[config.mk]
export PLATFORM = sky130hd
export DESIGN_NAME = uart_ram_loader
export DESIGN_NICKNAME = d
export VERILOG_FILES = /design/src/rtl/uart_ram_loader.sv
export SDC_FILE = /design/constraint.sdc
export NUM_CORES = 1
export LEC_CHECK = 0
export CAP_MARGIN = 0
export CORE_MARGIN = 2
export CORE_UTILIZATION = 55
export CTS_CLUSTER_SIZE = 20
export DETAILED_ROUTE_END_ITERATION = 8
export DONT_BUFFER_PORTS = 1
export PLACE_DENSITY_LB_ADDON = 0.12
export REMOVE_ABC_BUFFERS = 1
export SYNTH_ARGS = -nofsm -noshare
export SYNTH_HDL_FRONTEND = slang
export SYNTH_SLANG_ARGS = --single-unit
export TNS_END_PERCENT = 50
[constraint.sdc]
create_clock -name clk -period 4.7 [get_ports clk]
set_input_delay 0.705 -clock clk [delete_from_list [all_inputs] [get_ports clk]]
set_output_delay 0.705 -clock clk [all_outputs]
set_load 0.05 [all_outputs]
[src/rtl/uart_ram_loader.sv]
// Serial program loader: receives a framed 8N1 image and writes it into the
// 16-byte program RAM over the shared system bus while holding the CPU.
module uart_ram_loader #(
  parameter int          CLKS_PER_BIT = 8,
  parameter logic [7:0]  SYNC_BYTE    = 8'hA5
) (
  input  logic       clk,
  input  logic       rst,
  input  logic       rx,
  output logic [7:0] bus_out,
  output logic       bus_oe,
  output logic       mar_wr,
  output logic       ram_wr,
  output logic       cpu_hold,
  output logic       cpu_rst_req,
  output logic       busy,
  output logic       done,
  output logic       err
);

  localparam int CNT_W = $clog2(CLKS_PER_BIT);
  localparam logic [CNT_W-1:0] BIT_LAST  = CNT_W'(CLKS_PER_BIT - 1);
  localparam logic [CNT_W-1:0] HALF_LAST = CNT_W'(CLKS_PER_BIT / 2 - 1);

  typedef enum logic [1:0] {RX_IDLE, RX_START, RX_BITS, RX_STOP} rx_state_t;
  typedef enum logic [2:0] {HUNT, LEN, DATA, WR_ADDR, WR_DATA, CSUM, FINISH} fr_state_t;

  // rx_prev is one stage behind rx_s so a falling edge can be detected.
  logic rx_meta, rx_s, rx_prev;

  // NOTE: sequential state is assigned with <= so every flop samples pre-edge values.
  always_ff @(posedge clk or posedge rst) begin
    if (rst) begin
      rx_meta <= 1'b1;
      rx_s    <= 1'b1;
      rx_prev <= 1'b1;
    end else begin
      rx_meta <= rx;
      rx_s    <= rx_meta;
      rx_prev <= rx_s;
    end
  end

  rx_state_t        rx_state, rx_state_n;
  logic [CNT_W-1:0] rx_cnt, rx_cnt_n;
  logic [2:0]       rx_bit, rx_bit_n;
  logic [7:0]       rx_shift, rx_shift_n;
  logic             byte_valid, byte_valid_n;
  logic             frame_err, frame_err_n;
  logic [7:0]       byte_data;

  assign byte_data = rx_shift;

  always_ff @(posedge clk or posedge rst) begin
    if (rst) begin
      rx_state   <= RX_IDLE;
      rx_cnt     <= '0;
      rx_bit     <= '0;
      rx_shift   <= '0;
      byte_valid <= 1'b0;
      frame_err  <= 1'b0;
    end else begin
      rx_state   <= rx_state_n;
      rx_cnt     <= rx_cnt_n;
      rx_bit     <= rx_bit_n;
      rx_shift   <= rx_shift_n;
      byte_valid <= byte_valid_n;
      frame_err  <= frame_err_n;
    end
  end

  // NOTE: every always_comb output gets a default first, so no path can infer a latch.
  always_comb begin
    rx_state_n   = rx_state;
    rx_cnt_n     = rx_cnt;
    rx_bit_n     = rx_bit;
    rx_shift_n   = rx_shift;
    byte_valid_n = 1'b0;
    frame_err_n  = 1'b0;
    case (rx_state)
      RX_IDLE: begin
        if (rx_prev && !rx_s) begin
          rx_state_n = RX_START;
          rx_cnt_n   = '0;
        end
      end
      RX_START: begin
        if (rx_cnt == HALF_LAST) begin
          rx_cnt_n   = '0;
          rx_bit_n   = '0;
          rx_state_n = rx_s ? RX_IDLE : RX_BITS;
        end else begin
          rx_cnt_n = rx_cnt + 1'b1;
        end
      end
      RX_BITS: begin
        if (rx_cnt == BIT_LAST) begin
          rx_cnt_n   = '0;
          rx_shift_n = {rx_s, rx_shift[7:1]};
          rx_bit_n   = rx_bit + 1'b1;
          if (rx_bit == 3'd7) rx_state_n = RX_STOP;
        end else begin
          rx_cnt_n = rx_cnt + 1'b1;
        end
      end
      RX_STOP: begin
        if (rx_cnt == BIT_LAST) begin
          rx_cnt_n     = '0;
          rx_state_n   = RX_IDLE;
          byte_valid_n = rx_s;
          frame_err_n  = !rx_s;
        end else begin
          rx_cnt_n = rx_cnt + 1'b1;
        end
      end
      default: rx_state_n = RX_IDLE;
    endcase
  end

  fr_state_t  state, state_n;
  logic [3:0] addr, addr_n;
  logic [4:0] remaining, remaining_n;
  logic [7:0] sum, sum_n;
  logic [7:0] latch, latch_n;
  logic       done_n, err_n;

  always_ff @(posedge clk or posedge rst) begin
    if (rst) begin
      state     <= HUNT;
      addr      <= '0;
      remaining <= '0;
      sum       <= '0;
      latch     <= '0;
      done      <= 1'b0;
      err       <= 1'b0;
    end else begin
      state     <= state_n;
      addr      <= addr_n;
      remaining <= remaining_n;
      sum       <= sum_n;
      latch     <= latch_n;
      done      <= done_n;
      err       <= err_n;
    end
  end

  // The CPU is held for exactly the in-frame states; FINISH already releases it.
  assign busy     = state inside {LEN, DATA, WR_ADDR, WR_DATA, CSUM};
  assign cpu_hold = busy;

  always_comb begin
    state_n     = state;
    addr_n      = addr;
    remaining_n = remaining;
    sum_n       = sum;
    latch_n     = latch;
    done_n      = done;
    err_n       = err;
    bus_out     = 8'h00;
    bus_oe      = 1'b0;
    mar_wr      = 1'b0;
    ram_wr      = 1'b0;
    cpu_rst_req = 1'b0;
    case (state)
      HUNT: begin
        if (byte_valid && byte_data == SYNC_BYTE) begin
          state_n = LEN;
          done_n  = 1'b0;
          err_n   = 1'b0;
          addr_n  = '0;
          sum_n   = '0;
        end
      end
      LEN: begin
        if (byte_valid) begin
          if (byte_data != 8'd0 && byte_data <= 8'd16) begin
            remaining_n = byte_data[4:0];
            state_n     = DATA;
          end else begin
            err_n   = 1'b1;
            state_n = HUNT;
          end
        end
      end
      DATA: begin
        if (byte_valid) begin
          latch_n = byte_data;
          sum_n   = sum + byte_data;
          state_n = WR_ADDR;
        end
      end
      WR_ADDR: begin
        bus_oe  = 1'b1;
        bus_out = {4'b0000, addr};
        mar_wr  = 1'b1;
        state_n = WR_DATA;
      end
      WR_DATA: begin
        bus_oe      = 1'b1;
        bus_out     = latch;
        ram_wr      = 1'b1;
        addr_n      = addr + 1'b1;
        remaining_n = remaining - 1'b1;
        state_n     = (remaining == 5'd1) ? CSUM : DATA;
      end
      CSUM: begin
        if (byte_valid) begin
          done_n  = (byte_data == sum);
          err_n   = (byte_data != sum);
          state_n = FINISH;
        end
      end
      FINISH: begin
        cpu_rst_req = done;
        state_n     = HUNT;
      end
      default: state_n = HUNT;
    endcase
    if (frame_err && state != HUNT) begin
      err_n   = 1'b1;
      state_n = HUNT;
    end
  end

endmodule

-- After elaboration in Yosys (flattened, before gate mapping)
Index checks and enable logic that the tools add are counted.
- register bits after elaboration: 51
- output and inout bits: 16
- word-level logic and storage cells: 128
- muxes and demuxes: 47
- $add $sub $neg: 5
- eq/ne operators: 31
- $lt $le $gt $ge: 1
- reduce and logical (&&, ||, !) cells: 28
- operators by type and width (kind ; count):
    3-bit two-way mux ; 11
    8-bit case mux with 2 select lines ; 2
    2-bit inequality test (second input constant) ; 9
    3-bit case mux with 6 select lines ; 1
    8-bit two-way mux ; 2
    3-bit == test (second input constant) ; 5
    1-bit two-way mux ; 14
    2-bit two-way mux ; 7
    3-bit by 2-bit inequality test with 1-bit output (second input constant) ; 4
    3-bit AND reduction ; 4
    5-bit two-way mux ; 2
    5-bit case mux with 2 select lines ; 1
    5-bit AND reduction ; 2
    2-bit nonzero test ; 5
    3-bit by 2-bit == test with 1-bit output (second input constant) ; 3
    3-bit case mux with 3 select lines ; 1
    8-bit adder ; 1
    8-bit == test ; 1
    8-bit == test (second input constant) ; 1
    8-bit by 5-bit <= comparator with 1-bit output (second input constant) ; 1
    8-bit inequality test ; 1
    2-bit case mux with 4 select lines ; 1
    4-bit case mux with 2 select lines ; 1
    8-bit nonzero test ; 1
    other kinds (23) ; 31

-- Depth between registers and ports, before layout
Gate-level depths: netlist of the first run.
- word-level depth: 6
- gate-level depth with buffers: 7
- mapped depth without buffers: 7

-- Least setup slack after synthesis of the first run
Ideal clock, no wire load.
- kind: reg2out
- start point: reg state[0]
- end point: out bus_out[0]
- buffers on the path: 1
- data required time: 3995 ps
- setup slack: 1929 ps
- stages on the path, launching flop included: 5
- data arrival time: 2066 ps
- cells stage by stage: dfrtp_1 > clkbuf_1 > nand2_1 > nor2_1 > a22o_1
- word-level cells in the longest chain between the ends: 2
- RTL lines (element ; RTL line ; source):
    from (decl) ; 120 ; fr_state_t state, state_n;
    from (signal assigned) ; 137 ; state <= state_n;
    3-bit == test / 3-bit by 2-bit == test with 1-bit output (equally long branches) ; 164 ; case (state)
    8-bit case mux with 2 select lines (*) ; 164 ;
    to (decl) ; 10 ; output logic [7:0] bus_out,
Every way passes the cells marked *; elsewhere a longest branch is shown, timed or not.

-- Worst setup path after layout of the first run
- start point: reg state[2]
- end point: out bus_out[1]
The elaborated chain is that of the path after synthesis.

==> run_summary.xml, run 1 <==
<?xml version="1.0" encoding="UTF-8"?>
<metrics>
  <group name="power">
    <metric name="internal-power" unit="W">0.0006350</metric>
    <metric name="power" unit="W">0.0008946</metric>
    <metric name="p_clk_share" unit="%">27.1</metric>
    <metric name="reg_power_share" unit="%">57.8</metric>
    <metric name="power_density" unit="nW/um^2">298.7</metric>
    <metric name="combinational_power_share" unit="%">15.2</metric>
    <metric name="swShare" unit="%">29.02</metric>
    <metric name="static-leakage-power" unit="nW">1.414</metric>
    <metric name="vdd_drop_max" unit="mV">0.2008</metric>
    <metric name="switching_power" unit="W">0.0002596</metric>
  </group>
  <group name="cts">
    <metric name="cts_sinks" unit="">51</metric>
    <metric name="hold_buffers" unit="">0</metric>
    <metric name="total_cts_buffers" unit="">5</metric>
    <metric name="post_cts_resized" unit="">0</metric>
    <metric name="worstSkewPairLatency" unit="ps">300</metric>
    <metric name="cts_post_setup_buffers_inserted" unit="">0</metric>
    <metric name="clock_path_buffers" unit="">2</metric>
    <metric name="htree_num_levels" unit="">2</metric>
    <metric name="cts_root_buffer" unit="">clkbuf_8</metric>
    <metric name="cts.reportedPaths.clkPinSlew" unit="ps">90</metric>
    <metric name="tritoncts" unit="">yes</metric>
  </group>
  <group name="floorplan">
    <metric name="core_outline_area" unit="sq um">5107</metric>
    <metric name="dieArea" unit="sq um">5865</metric>
    <metric name="floorplan.die.width" unit="microns">76.59</metric>
    <metric name="chipHeight" unit="microns">76.59</metric>
    <metric name="row_cnt" unit="">26</metric>
    <metric name="io-pin-count" unit="">19</metric>
    <metric name="initial_core_util" unit="%">56.74</metric>
  </group>
  <group name="synthesis">
    <metric name="synth_simple_gate_area_share" unit="%">21.42</metric>
    <metric name="top_reg_cell_synth" unit="">dfrtp_1</metric>
    <metric name="synth-warning-count" unit="">0</metric>
    <metric name="synth_mux_area_share" unit="%">4.231</metric>
    <metric name="synth-edff-count" unit="">0</metric>
    <metric name="post_synth_xor_area_fraction" unit="%">2.116</metric>
    <metric name="synth_area_per_cell" unit="sq um">9.348</metric>
    <metric name="yosys.cell_types.count" unit="">53</metric>
    <metric name="synth-compound-area-share" unit="%">15.54</metric>
    <metric name="synth_async_sr_flop_share" unit="%">100.0</metric>
    <metric name="syn_inst" unit="">310</metric>
    <metric name="synth.cell_area" unit="sq um">2898</metric>
    <metric name="synth_top_family_by_area" unit="">simple AND/OR/NAND/NOR gates</metric>
    <metric name="total_of_flip_flops_plus_latches_after_synthesis" unit="">51</metric>
    <metric name="synth_fa_ha_area_share" unit="%">7.599</metric>
    <metric name="proportion_of_synthesized_chip_area_in_sequential_cells" unit="%">44.17</metric>
  </group>
  <group name="timing">
    <metric name="setup_total_negative_slack" unit="ps">0</metric>
    <metric name="report.final.setup_viol" unit="">0</metric>
    <metric name="rsz0062_at_grt" unit="">false</metric>
    <metric name="finalWorstPathRequiredPeriod" unit="ps">3384</metric>
    <metric name="timing.final.crit_share" unit="%">72.01</metric>
    <metric name="timing_hold_violations_final" unit="">0</metric>
    <metric name="fmaxAchievable" unit="MHz">295.5</metric>
    <metric name="worst_slew_pin_slew" unit="ps">1184</metric>
    <metric name="timing.hold.ws" unit="ps">362.3</metric>
    <metric name="timing.final.max_slew_violations" unit="">0</metric>
    <metric name="fin_worst_skew" unit="ps">7.496</metric>
    <metric name="relSlewSlack" unit="%">21.13</metric>
  </group>
  <group name="job">
    <metric name="max_cap_viol_count" unit="">0</metric>
  </group>
  <group name="critical_path">
    <metric name="worstSetupStartpoint" unit="">state[2]$_DFFE_PP0P_</metric>
    <metric name="r2r_start" unit="">state[2]$_DFFE_PP0P_</metric>
    <metric name="timing.critical_path.required" unit="ps">3990</metric>
    <metric name="critical_path_class" unit="">reg2out</metric>
    <metric name="worst_setup_path_start_kind" unit="">register</metric>
    <metric name="crit_arrival" unit="ps">2680</metric>
    <metric name="endpoint_kind" unit="">output pin</metric>
    <metric name="crit_fanout" unit="">17</metric>
  </group>
  <group name="detailed_routing">
    <metric name="drt_iter0_markers" unit="">83</metric>
    <metric name="detail-route-antenna-nets" unit="">0</metric>
    <metric name="detailedRoute.firstPassIterationCount" unit="">4</metric>
    <metric name="finalWirelength" unit="mm">5.376</metric>
    <metric name="vias_per_cell" unit="">5.693</metric>
    <metric name="dr_total_vias" unit="">2129</metric>
    <metric name="wl_per_cell" unit="microns">14.37</metric>
    <metric name="drcViolationCount" unit="">0</metric>
  </group>
  <group name="placement">
    <metric name="place.port_buffers" unit="">0</metric>
    <metric name="post-dp-hpwl" unit="mm">3.800</metric>
    <metric name="detailed_place.area" unit="sq um">2914</metric>
    <metric name="place.gp.congestion" unit="">0.8464</metric>
  </group>
  <group name="global_routing">
    <metric name="grt.total_usage" unit="%">19.70</metric>
    <metric name="globalRouteOverflowTotal" unit="">0</metric>
    <metric name="grt_max_degree" unit="">52</metric>
    <metric name="antenna_violations_before_repair" unit="">0</metric>
    <metric name="number_of_global_route_vias_before_repair" unit="">1953</metric>
    <metric name="grt_pass1_wl" unit="mm">9.349</metric>
  </group>
  <group name="layout">
    <metric name="final_cell_area" unit="sq um">2995</metric>
    <metric name="layout.cells.most_common" unit="">nand2_1</metric>
    <metric name="nets" unit="">323</metric>
    <metric name="commonest_non_fill_non_tap_cells_in_the_layout" unit="">nand2_1, dfrtp_1, o21ai_0</metric>
    <metric name="drive_gt1_share" unit="%">9.868</metric>
    <metric name="count_of_filler_cells_inserted_in_the_layout" unit="">451</metric>
    <metric name="finish.utilization" unit="%">58.65</metric>
    <metric name="antennaDiodeCount" unit="">0</metric>
    <metric name="area_delta_synth_final" unit="%">3.368</metric>
  </group>
  <group name="min_path">
    <metric name="worst_hold_path_type" unit="">reg2reg</metric>
    <metric name="worst_hold_startpoint" unit="">rx_meta$_DFF_PP1_</metric>
  </group>
  <group name="status">
    <metric name="outcome" unit="">finished, final reports clean</metric>
  </group>
</metrics>
worst paths after layout:
kind / to / slack [ps] / cells past startpoint
min in group asynchronous: sum[5]$_DFFE_PP0P_ / 450 / 2
worst min-delay path: rx_s$_DFF_PP1_ / 360 / 0
worst max register to register: addr[2]$_DFFE_PP0P_ / 2400 / 5
worst max-delay path: bus_out[1] / 1320 / 3
max in group asynchronous: latch[4]$_DFFE_PP0P_ / 3820 / 2
worst min register to register: rx_s$_DFF_PP1_ / 360 / 0
sequential cells by signal, indices dropped and copies added, names as in the netlist, named ones only:
register    count
byte_data       8
latch           8
sum             8
remaining       5
addr            4
rx_bit          3
rx_cnt          3
state           3
byte_valid      1
done            1
err             1
frame_err       1
rx_meta         1
rx_prev         1
rx_s            1
rx_state        1
layer usage:
metal | track usage (%) | part of all wire (%) | vias up
li1 | - | - | 1087
met1 | 28.33 | 50 | 1002
met2 | 30.88 | 46 | 34
met3 | 3.081 | 2.8 | 6
met4 | 6.000 | 1.2 | 0
met5 | 0 | 0 | -
kinds of logic after synthesis:
family	Yosys count
xor+xnor	7
buf+inv	29
mux	11
simple gates	125
flops	51
fa+ha+maj	17
compound gates	70
final cells by class:
type	count	area, sq um	share of cell area (%)
clock buffer	7	76.32	2.548
timing repair buffer	3	22.52	0.7519
clock inverter	1	5.005	0.1671
inverter	12	45.04	1.504
multi-input combinational	230	1479	49.37
sequential	51	1280	42.73
tap	70	87.58	2.924
through the flow:
| stage | setup WS (ps) | std cells |
|---|---|---|
| final | 1316 | 374 |
| after global routing | 1185 | 374 |
| after CTS | 1323 | 374 |
| after detailed placement | 1655 | 366 |
| after global placement | 1685 | 366 |
| after floorplan | 1844 | 293 |
cells in the mapped netlist (2+ instances only):
cell type | n | area [sq um]
nand2_1 | 63 | 236.5
dfrtp_1 | 48 | 1201
o21ai_0 | 22 | 110.1
a21oi_1 | 16 | 80.08
ha_1 | 16 | 200.2
nand3_1 | 13 | 65.06
nor2_1 | 13 | 48.80
inv_1 | 12 | 45.04
mux2_2 | 10 | 112.6
a22o_1 | 6 | 52.55
buf_2 | 6 | 30.03
clkbuf_1 | 6 | 22.52
and2_1 | 5 | 31.28
nor3_1 | 5 | 25.02
xnor2_1 | 5 | 43.79
a21o_1 | 4 | 30.03
nor2b_1 | 4 | 25.02
o211ai_1 | 4 | 30.03
a211oi_1 | 3 | 22.52
dfstp_2 | 3 | 78.83
nand2b_1 | 3 | 18.77
nand4b_1 | 3 | 26.28
a311oi_1 | 2 | 17.52
a31oi_1 | 2 | 12.51
buf_4 | 2 | 15.01
nand3b_1 | 2 | 15.01
nor4_1 | 2 | 12.51
o221ai_1 | 2 | 17.52
o41ai_1 | 2 | 17.52
or3_1 | 2 | 12.51
xor2_1 | 2 | 17.52
power groups by stage:
stage               clock network (W)  registers [W]  logic (W)
finish                       0.000242       0.000517   0.000136
CTS                          0.000251       0.000516   0.000139
detailed placement                  0       0.000524   0.000138
global route                 0.000267       0.000526   0.000161
global placement                    0       0.000525   0.000132
floorplan                           0       0.000513   0.000111
critical path: stages, from the launching register on:
cell and delay [ps]:
dfrtp_1 660, or3b_4 520, inv_1 620, a22o_1 580
Power figures use the tool's default switching activity.
==> inputs of run 2 (changes only) <==
clock period = 3.45 ns   (was 4.7 ns; I/O delays follow)
==> run 2 against run 1 <==
  * Design area increased by 1.0%
  * Die area unchanged
  * Core utilization increased by 0.59 points
  * Global-route usage increased by 1.1 points
  * Worst setup slack got worse by 620 ps
==> run_summary.xml, run 2 (synthesis results as in run 1) <==
<?xml version="1.0" encoding="UTF-8"?>
<metrics>
  <group name="timing">
    <metric name="worst_slew_pin_slew" unit="ps">1053</metric>
    <metric name="timing.final.max_slew_violations" unit="">0</metric>
    <metric name="fin_worst_skew" unit="ps">8.689</metric>
    <metric name="rsz0062_at_grt" unit="">false</metric>
    <metric name="timing.final.crit_share" unit="%">79.77</metric>
    <metric name="relSlewSlack" unit="%">29.70</metric>
    <metric name="fmaxAchievable" unit="MHz">363.4</metric>
    <metric name="report.final.setup_viol" unit="">0</metric>
    <metric name="timing_hold_violations_final" unit="">0</metric>
    <metric name="finalWorstPathRequiredPeriod" unit="ps">2752</metric>
    <metric name="timing.hold.ws" unit="ps">212.2</metric>
    <metric name="setup_total_negative_slack" unit="ps">0</metric>
  </group>
  <group name="detailed_routing">
    <metric name="drcViolationCount" unit="">0</metric>
    <metric name="detailedRoute.firstPassIterationCount" unit="">4</metric>
    <metric name="finalWirelength" unit="mm">5.682</metric>
    <metric name="wl_per_cell" unit="microns">15.15</metric>
    <metric name="drt_iter0_markers" unit="">62</metric>
    <metric name="dr_total_vias" unit="">2152</metric>
    <metric name="detail-route-antenna-nets" unit="">0</metric>
    <metric name="vias_per_cell" unit="">5.739</metric>
  </group>
  <group name="critical_path">
    <metric name="crit_fanout" unit="">17</metric>
    <metric name="crit_path_top_delay_cell" unit="">dfrtp_1</metric>
    <metric name="timing.critical_path.required" unit="ps">2930</metric>
    <metric name="endpoint_kind" unit="">output pin</metric>
    <metric name="critical_path_class" unit="">reg2out</metric>
    <metric name="worst_setup_path_start_kind" unit="">register</metric>
    <metric name="crit_arrival" unit="ps">2230</metric>
    <metric name="critical_path.cell_chain" unit="">or3b_4 &gt; inv_1 &gt; a22o_1</metric>
    <metric name="cpPeakStageDelay" unit="ps">670</metric>
  </group>
  <group name="floorplan">
    <metric name="initial_core_util" unit="%">56.74</metric>
    <metric name="row_cnt" unit="">26</metric>
    <metric name="chipHeight" unit="microns">76.59</metric>
    <metric name="core_outline_area" unit="sq um">5107</metric>
    <metric name="io-pin-count" unit="">19</metric>
    <metric name="dieArea" unit="sq um">5865</metric>
    <metric name="floorplan.die.width" unit="microns">76.59</metric>
  </group>
  <group name="layout">
    <metric name="drive_gt1_share" unit="%">10.82</metric>
    <metric name="commonest_non_fill_non_tap_cells_in_the_layout" unit="">nand2_1, dfrtp_1, o21ai_0</metric>
    <metric name="area_delta_synth_final" unit="%">4.404</metric>
    <metric name="reg_top3" unit="">byte_data x8, latch x8, sum x8</metric>
    <metric name="multiInputGateArea" unit="sq um">1479</metric>
    <metric name="antennaDiodeCount" unit="">0</metric>
    <metric name="nets" unit="">324</metric>
    <metric name="layout.cells.most_common" unit="">nand2_1</metric>
    <metric name="count_of_filler_cells_inserted_in_the_layout" unit="">483</metric>
    <metric name="final_cell_area" unit="sq um">3025</metric>
    <metric name="register_cell_area_after_layout" unit="sq um">1280</metric>
  </group>
  <group name="placement">
    <metric name="post-dp-hpwl" unit="mm">4.006</metric>
    <metric name="place.port_buffers" unit="">0</metric>
    <metric name="place.gp.congestion" unit="">0.8076</metric>
    <metric name="detailed_place.area" unit="sq um">2922</metric>
  </group>
  <group name="cts">
    <metric name="total_cts_buffers" unit="">5</metric>
    <metric name="post_cts_resized" unit="">0</metric>
    <metric name="cts.reportedPaths.clkPinSlew" unit="ps">90</metric>
    <metric name="hold_buffers" unit="">0</metric>
    <metric name="cts_sinks" unit="">51</metric>
    <metric name="cts_root_buffer" unit="">clkbuf_8</metric>
    <metric name="tritoncts" unit="">yes</metric>
    <metric name="cts_post_setup_buffers_inserted" unit="">0</metric>
    <metric name="clock_path_buffers" unit="">2</metric>
    <metric name="htree_num_levels" unit="">2</metric>
    <metric name="worstSkewPairLatency" unit="ps">300</metric>
  </group>
  <group name="power">
    <metric name="static-leakage-power" unit="nW">1.428</metric>
    <metric name="vdd_drop_max" unit="mV">0.2814</metric>
    <metric name="power_density" unit="nW/um^2">418.4</metric>
  </group>
  <group name="global_routing">
    <metric name="antenna_violations_before_repair" unit="">0</metric>
    <metric name="number_of_global_route_vias_before_repair" unit="">2108</metric>
    <metric name="grt_pass1_wl" unit="mm">9.956</metric>
    <metric name="grt.total_usage" unit="%">20.81</metric>
    <metric name="grt_max_degree" unit="">52</metric>
    <metric name="globalRouteOverflowTotal" unit="">0</metric>
  </group>
  <group name="job">
    <metric name="max_cap_viol_count" unit="">0</metric>
  </group>
  <group name="min_path">
    <metric name="worst_hold_path_type" unit="">in2reg</metric>
  </group>
  <group name="status">
    <metric name="outcome" unit="">finished, final reports clean</metric>
  </group>
</metrics>
[run 2: changes by cell type in the layout (fill, tap and decap cells not counted), sizes merged]
cell      change
clkinvlp      +1
buf           +1
clkinv        -1
[run 2: critical path, delay by kind of cell, from the launching register on]
| kind | cells | cell delay (ps) |
|---|---|---|
| AOI/OAI and AO/OA | 1 | 500 |
| buffers and inverters | 1 | 230 |
| DFF | 1 | 670 |
| and+or+nand+nor | 1 | 520 |
[run 2: power breakdown]
group	total (W)	internal (W)	switching, W
logic	0.000183	0.0000823	0.000101
clock network	0.000377	0.000183	0.000194
registers	0.000705	0.000639	0.0000663
[run 2: final cells by class]
cell class | instances | area share [%]
Sequential cell | 51 | 42.31
Clock inverter | 1 | 0.2481
Clock buffer | 7 | 3.184
Timing Repair Buffer | 4 | 0.9926
Multi-Input combinational cell | 230 | 48.88
Tap cell | 70 | 2.895
Inverter | 12 | 1.489
[run 2: metal layers]
layer	wire length, microns	up-vias	track usage, %
met2	2647	25	34.34
met3	115	7	2.962
met4	72	0	5.818
li1	-	1071	-
met5	0	-	0
met1	2846	1049	28.80
[run 2: path summary, 6_finish.rpt]
kind                                 startpoint                       end  slack, ps  cells past startpoint
max                        state[2]$_DFFE_PP0P_                bus_out[2]        700                      3
min                                          rx         rx_meta$_DFF_PP1_        210                      0
max reg2reg                state[2]$_DFFE_PP0P_       addr[2]$_DFFE_PP0P_       1270                      6
min reg2reg                   rx_meta$_DFF_PP1_            rx_s$_DFF_PP1_        360                      0
max in group asynchronous                   rst      latch[5]$_DFFE_PP0P_       2460                      1
min in group asynchronous                   rst  byte_data[2]$_DFFE_PP0P_        350                      1
[run 2: through the flow]
| step | utilization (%) | cells | power [W] | worst slack [ps] |
|---|---|---|---|---|
| 3_5_place_dp | 57.20 | 367 | 0.0009034 | 1046 |
| 6_report | 59.24 | 375 | 0.001266 | 698.0 |
| 5_1_grt | 59.24 | 375 | 0.001343 | 552.6 |
| 2_1_floorplan | - | 293 | 0.0008505 | 781.0 |
| 4_1_cts | 59.24 | 375 | 0.001279 | 706.7 |
| 3_3_place_gp | 57.20 | 367 | 0.0008942 | 1083 |
==> inputs of run 3 (changes only) <==
clock period = 2.45 ns   (was 3.45 ns; I/O delays follow)
==> run 3 against run 2 <==
  * Power increased by 44%
  * Via count increased by 1.9%
  * Final cell count increased by 4.0%
  * Sequential share of layout area decreased by 2.9 points
  * Register-to-register slack got worse by 950 ps
  * Critical path depth increased by 1
  * Die area unchanged
  * Routed wire length increased by 2.2%
  * Worst setup slack got worse by 540 ps
  * Critical endpoint is now bus_out[3]
  * Combinational power increased by 43%
  * Non-clock buffer count increased by 16
==> run_summary.xml, run 3 (synthesis results as in run 1) <==
<?xml version="1.0" encoding="UTF-8"?>
<metrics>
  <group name="status">
    <metric name="outcome" unit="">finished, final reports clean</metric>
  </group>
  <group name="floorplan">
    <metric name="core_outline_area" unit="sq um">5107</metric>
    <metric name="floorplan.die.width" unit="microns">76.59</metric>
    <metric name="row_cnt" unit="">26</metric>
    <metric name="dieArea" unit="sq um">5865</metric>
    <metric name="chipHeight" unit="microns">76.59</metric>
    <metric name="io-pin-count" unit="">19</metric>
    <metric name="initial_core_util" unit="%">56.74</metric>
  </group>
  <group name="timing">
    <metric name="report.final.setup_viol" unit="">0</metric>
    <metric name="relSlewSlack" unit="%">57.55</metric>
    <metric name="timing.final.crit_share" unit="%">93.68</metric>
    <metric name="timing_hold_violations_final" unit="">0</metric>
    <metric name="timing.final.max_slew_violations" unit="">0</metric>
    <metric name="finalWorstPathRequiredPeriod" unit="ps">2295</metric>
    <metric name="worst_slew_pin_slew" unit="ps">635.9</metric>
    <metric name="setup_total_negative_slack" unit="ps">0</metric>
    <metric name="rsz0062_at_grt" unit="">false</metric>
    <metric name="fin_worst_skew" unit="ps">12.05</metric>
    <metric name="fmaxAchievable" unit="MHz">435.7</metric>
  </group>
  <group name="cts">
    <metric name="worstSkewPairLatency" unit="ps">310</metric>
    <metric name="cts.reportedPaths.clkPinSlew" unit="ps">90</metric>
    <metric name="hold_buffers" unit="">0</metric>
    <metric name="cts_root_buffer" unit="">clkbuf_8</metric>
    <metric name="cts_sinks" unit="">51</metric>
    <metric name="total_cts_buffers" unit="">5</metric>
    <metric name="htree_num_levels" unit="">2</metric>
    <metric name="cts_post_setup_buffers_inserted" unit="">0</metric>
    <metric name="post_cts_resized" unit="">0</metric>
    <metric name="tritoncts" unit="">yes</metric>
    <metric name="clock_path_buffers" unit="">2</metric>
  </group>
  <group name="critical_path">
    <metric name="timing.critical_path.required" unit="ps">2080</metric>
    <metric name="regToRegEndpoint" unit="">byte_data[0]$_DFFE_PP0P_</metric>
    <metric name="endpoint_kind" unit="">output pin</metric>
    <metric name="r2r_start" unit="">rx_cnt[0]$_DFFE_PP0P_</metric>
    <metric name="worstSetupEndpoint" unit="">bus_out[3]</metric>
    <metric name="crit_fanout" unit="">15</metric>
    <metric name="reg2regPathDepth" unit="">5</metric>
    <metric name="worstSetupStartpoint" unit="">state[0]$_DFFE_PP0P_</metric>
    <metric name="critical_path_class" unit="">reg2out</metric>
    <metric name="setup.reg_to_reg.worst_slack" unit="ps">320</metric>
    <metric name="crit_arrival" unit="ps">1930</metric>
    <metric name="worst_setup_path_start_kind" unit="">register</metric>
  </group>
  <group name="layout">
    <metric name="antennaDiodeCount" unit="">0</metric>
    <metric name="finish.utilization" unit="%">63.52</metric>
    <metric name="count_of_filler_cells_inserted_in_the_layout" unit="">435</metric>
    <metric name="drive_gt1_share" unit="%">14.69</metric>
    <metric name="reg_top3" unit="">byte_data x8, latch x8, sum x8</metric>
    <metric name="commonest_non_fill_non_tap_cells_in_the_layout" unit="">nand2_1, dfrtp_1, o21ai_0</metric>
    <metric name="layout.cells.most_common" unit="">nand2_1</metric>
    <metric name="area_delta_synth_final" unit="%">11.96</metric>
    <metric name="nets" unit="">340</metric>
  </group>
  <group name="detailed_routing">
    <metric name="vias_per_cell" unit="">5.623</metric>
    <metric name="wl_per_cell" unit="microns">14.89</metric>
    <metric name="dr_total_vias" unit="">2193</metric>
    <metric name="finalWirelength" unit="mm">5.809</metric>
    <metric name="drt_iter0_markers" unit="">172</metric>
    <metric name="detailedRoute.firstPassIterationCount" unit="">4</metric>
    <metric name="drcViolationCount" unit="">0</metric>
    <metric name="detail-route-antenna-nets" unit="">0</metric>
  </group>
  <group name="global_routing">
    <metric name="grt_max_degree" unit="">30</metric>
    <metric name="antenna_violations_before_repair" unit="">0</metric>
    <metric name="grt_pass1_wl" unit="mm">10.24</metric>
    <metric name="number_of_global_route_vias_before_repair" unit="">2057</metric>
    <metric name="globalRouteOverflowTotal" unit="">0</metric>
    <metric name="grt.total_usage" unit="%">21.94</metric>
  </group>
  <group name="power">
    <metric name="static-leakage-power" unit="nW">1.535</metric>
    <metric name="vdd_drop_max" unit="mV">0.4144</metric>
    <metric name="power_density" unit="nW/um^2">562.8</metric>
  </group>
  <group name="placement">
    <metric name="post-dp-hpwl" unit="mm">4.042</metric>
    <metric name="place.port_buffers" unit="">0</metric>
    <metric name="place.gp.congestion" unit="">0.9018</metric>
  </group>
  <group name="min_path">
    <metric name="worst_hold_path_type" unit="">in2async</metric>
  </group>
  <group name="job">
    <metric name="max_cap_viol_count" unit="">0</metric>
  </group>
</metrics>
-- run 3: cell count changes in the layout (fill, tap and decap cells not counted), sizes merged --
cell      previous run  this run
bufinv               0         1
clkinvlp             1         0
clkbuf               7         6
buf                  4        20
-- run 3: cell type report --
class	count	area, sq um	area share, %
Multi-Input combinational cell	230	1479	45.58
Sequential cell	51	1280	39.45
Timing Repair Buffer	20	250.2	7.713
Tap cell	70	87.58	2.700
Clock buffer	6	72.57	2.237
Inverter	12	45.04	1.388
Clock inverter	1	30.03	0.9256
-- run 3: metrics by stage --
| step | total power, W | hold slack [ps] | cell area, sq um | worst slack, ps | cells |
|---|---|---|---|---|---|
| final | 0.001826 | 19.97 | 3244 | 154.9 | 390 |
| after global routing | 0.001936 | 41.49 | 3244 | 5.071 | 390 |
| after CTS | 0.001842 | 26.33 | 3244 | 146.3 | 390 |
| after detailed placement | 0.001277 | 347.9 | 3142 | 376.2 | 383 |
| after global placement | 0.001269 | 346.9 | 3142 | 423.6 | 383 |
| after floorplan | 0.001198 | 345.2 | 2800 | -68.97 | 293 |
-- run 3: routing by layer --
layer / GRT usage, % / vias up / wire length (microns)
li1: - / 1109 / -
met1: 31.13 / 1042 / 2807
met2: 35.04 / 35 / 2739
met3: 3.555 / 7 / 194
met4: 6.182 / 0 / 67
met5: 0 / - / 0
-- run 3: worst max-delay path, stage by stage, from the launching register on --
cell and delay [ps]:
dfrtp_1 390, or3b_4 480, inv_1 340, a22o_1 270
buf_12 150
-- run 3: worst min-delay path by stage --
stage	startpoint	end	slack [ps]	depth (start not counted)
6_report	rst	sum[5]$_DFFE_PP0P_	20	1
5_1_grt	rx	rx_meta$_DFF_PP1_	40	0
4_1_cts	rst	remaining[1]$_DFFE_PP0P_	30	1
3_5_place_dp	rx_meta$_DFF_PP1_	rx_s$_DFF_PP1_	350	0
3_3_place_gp	rx_meta$_DFF_PP1_	rx_s$_DFF_PP1_	350	0
2_1_floorplan	rx_meta$_DFF_PP1_	rx_s$_DFF_PP1_	350	0
-- run 3: report_power, final --
group          total [W]  switching, W  internal, W
sequential      0.000996     0.0000962     0.000900
combinational   0.000262      0.000144     0.000118
clock           0.000568      0.000269     0.000300
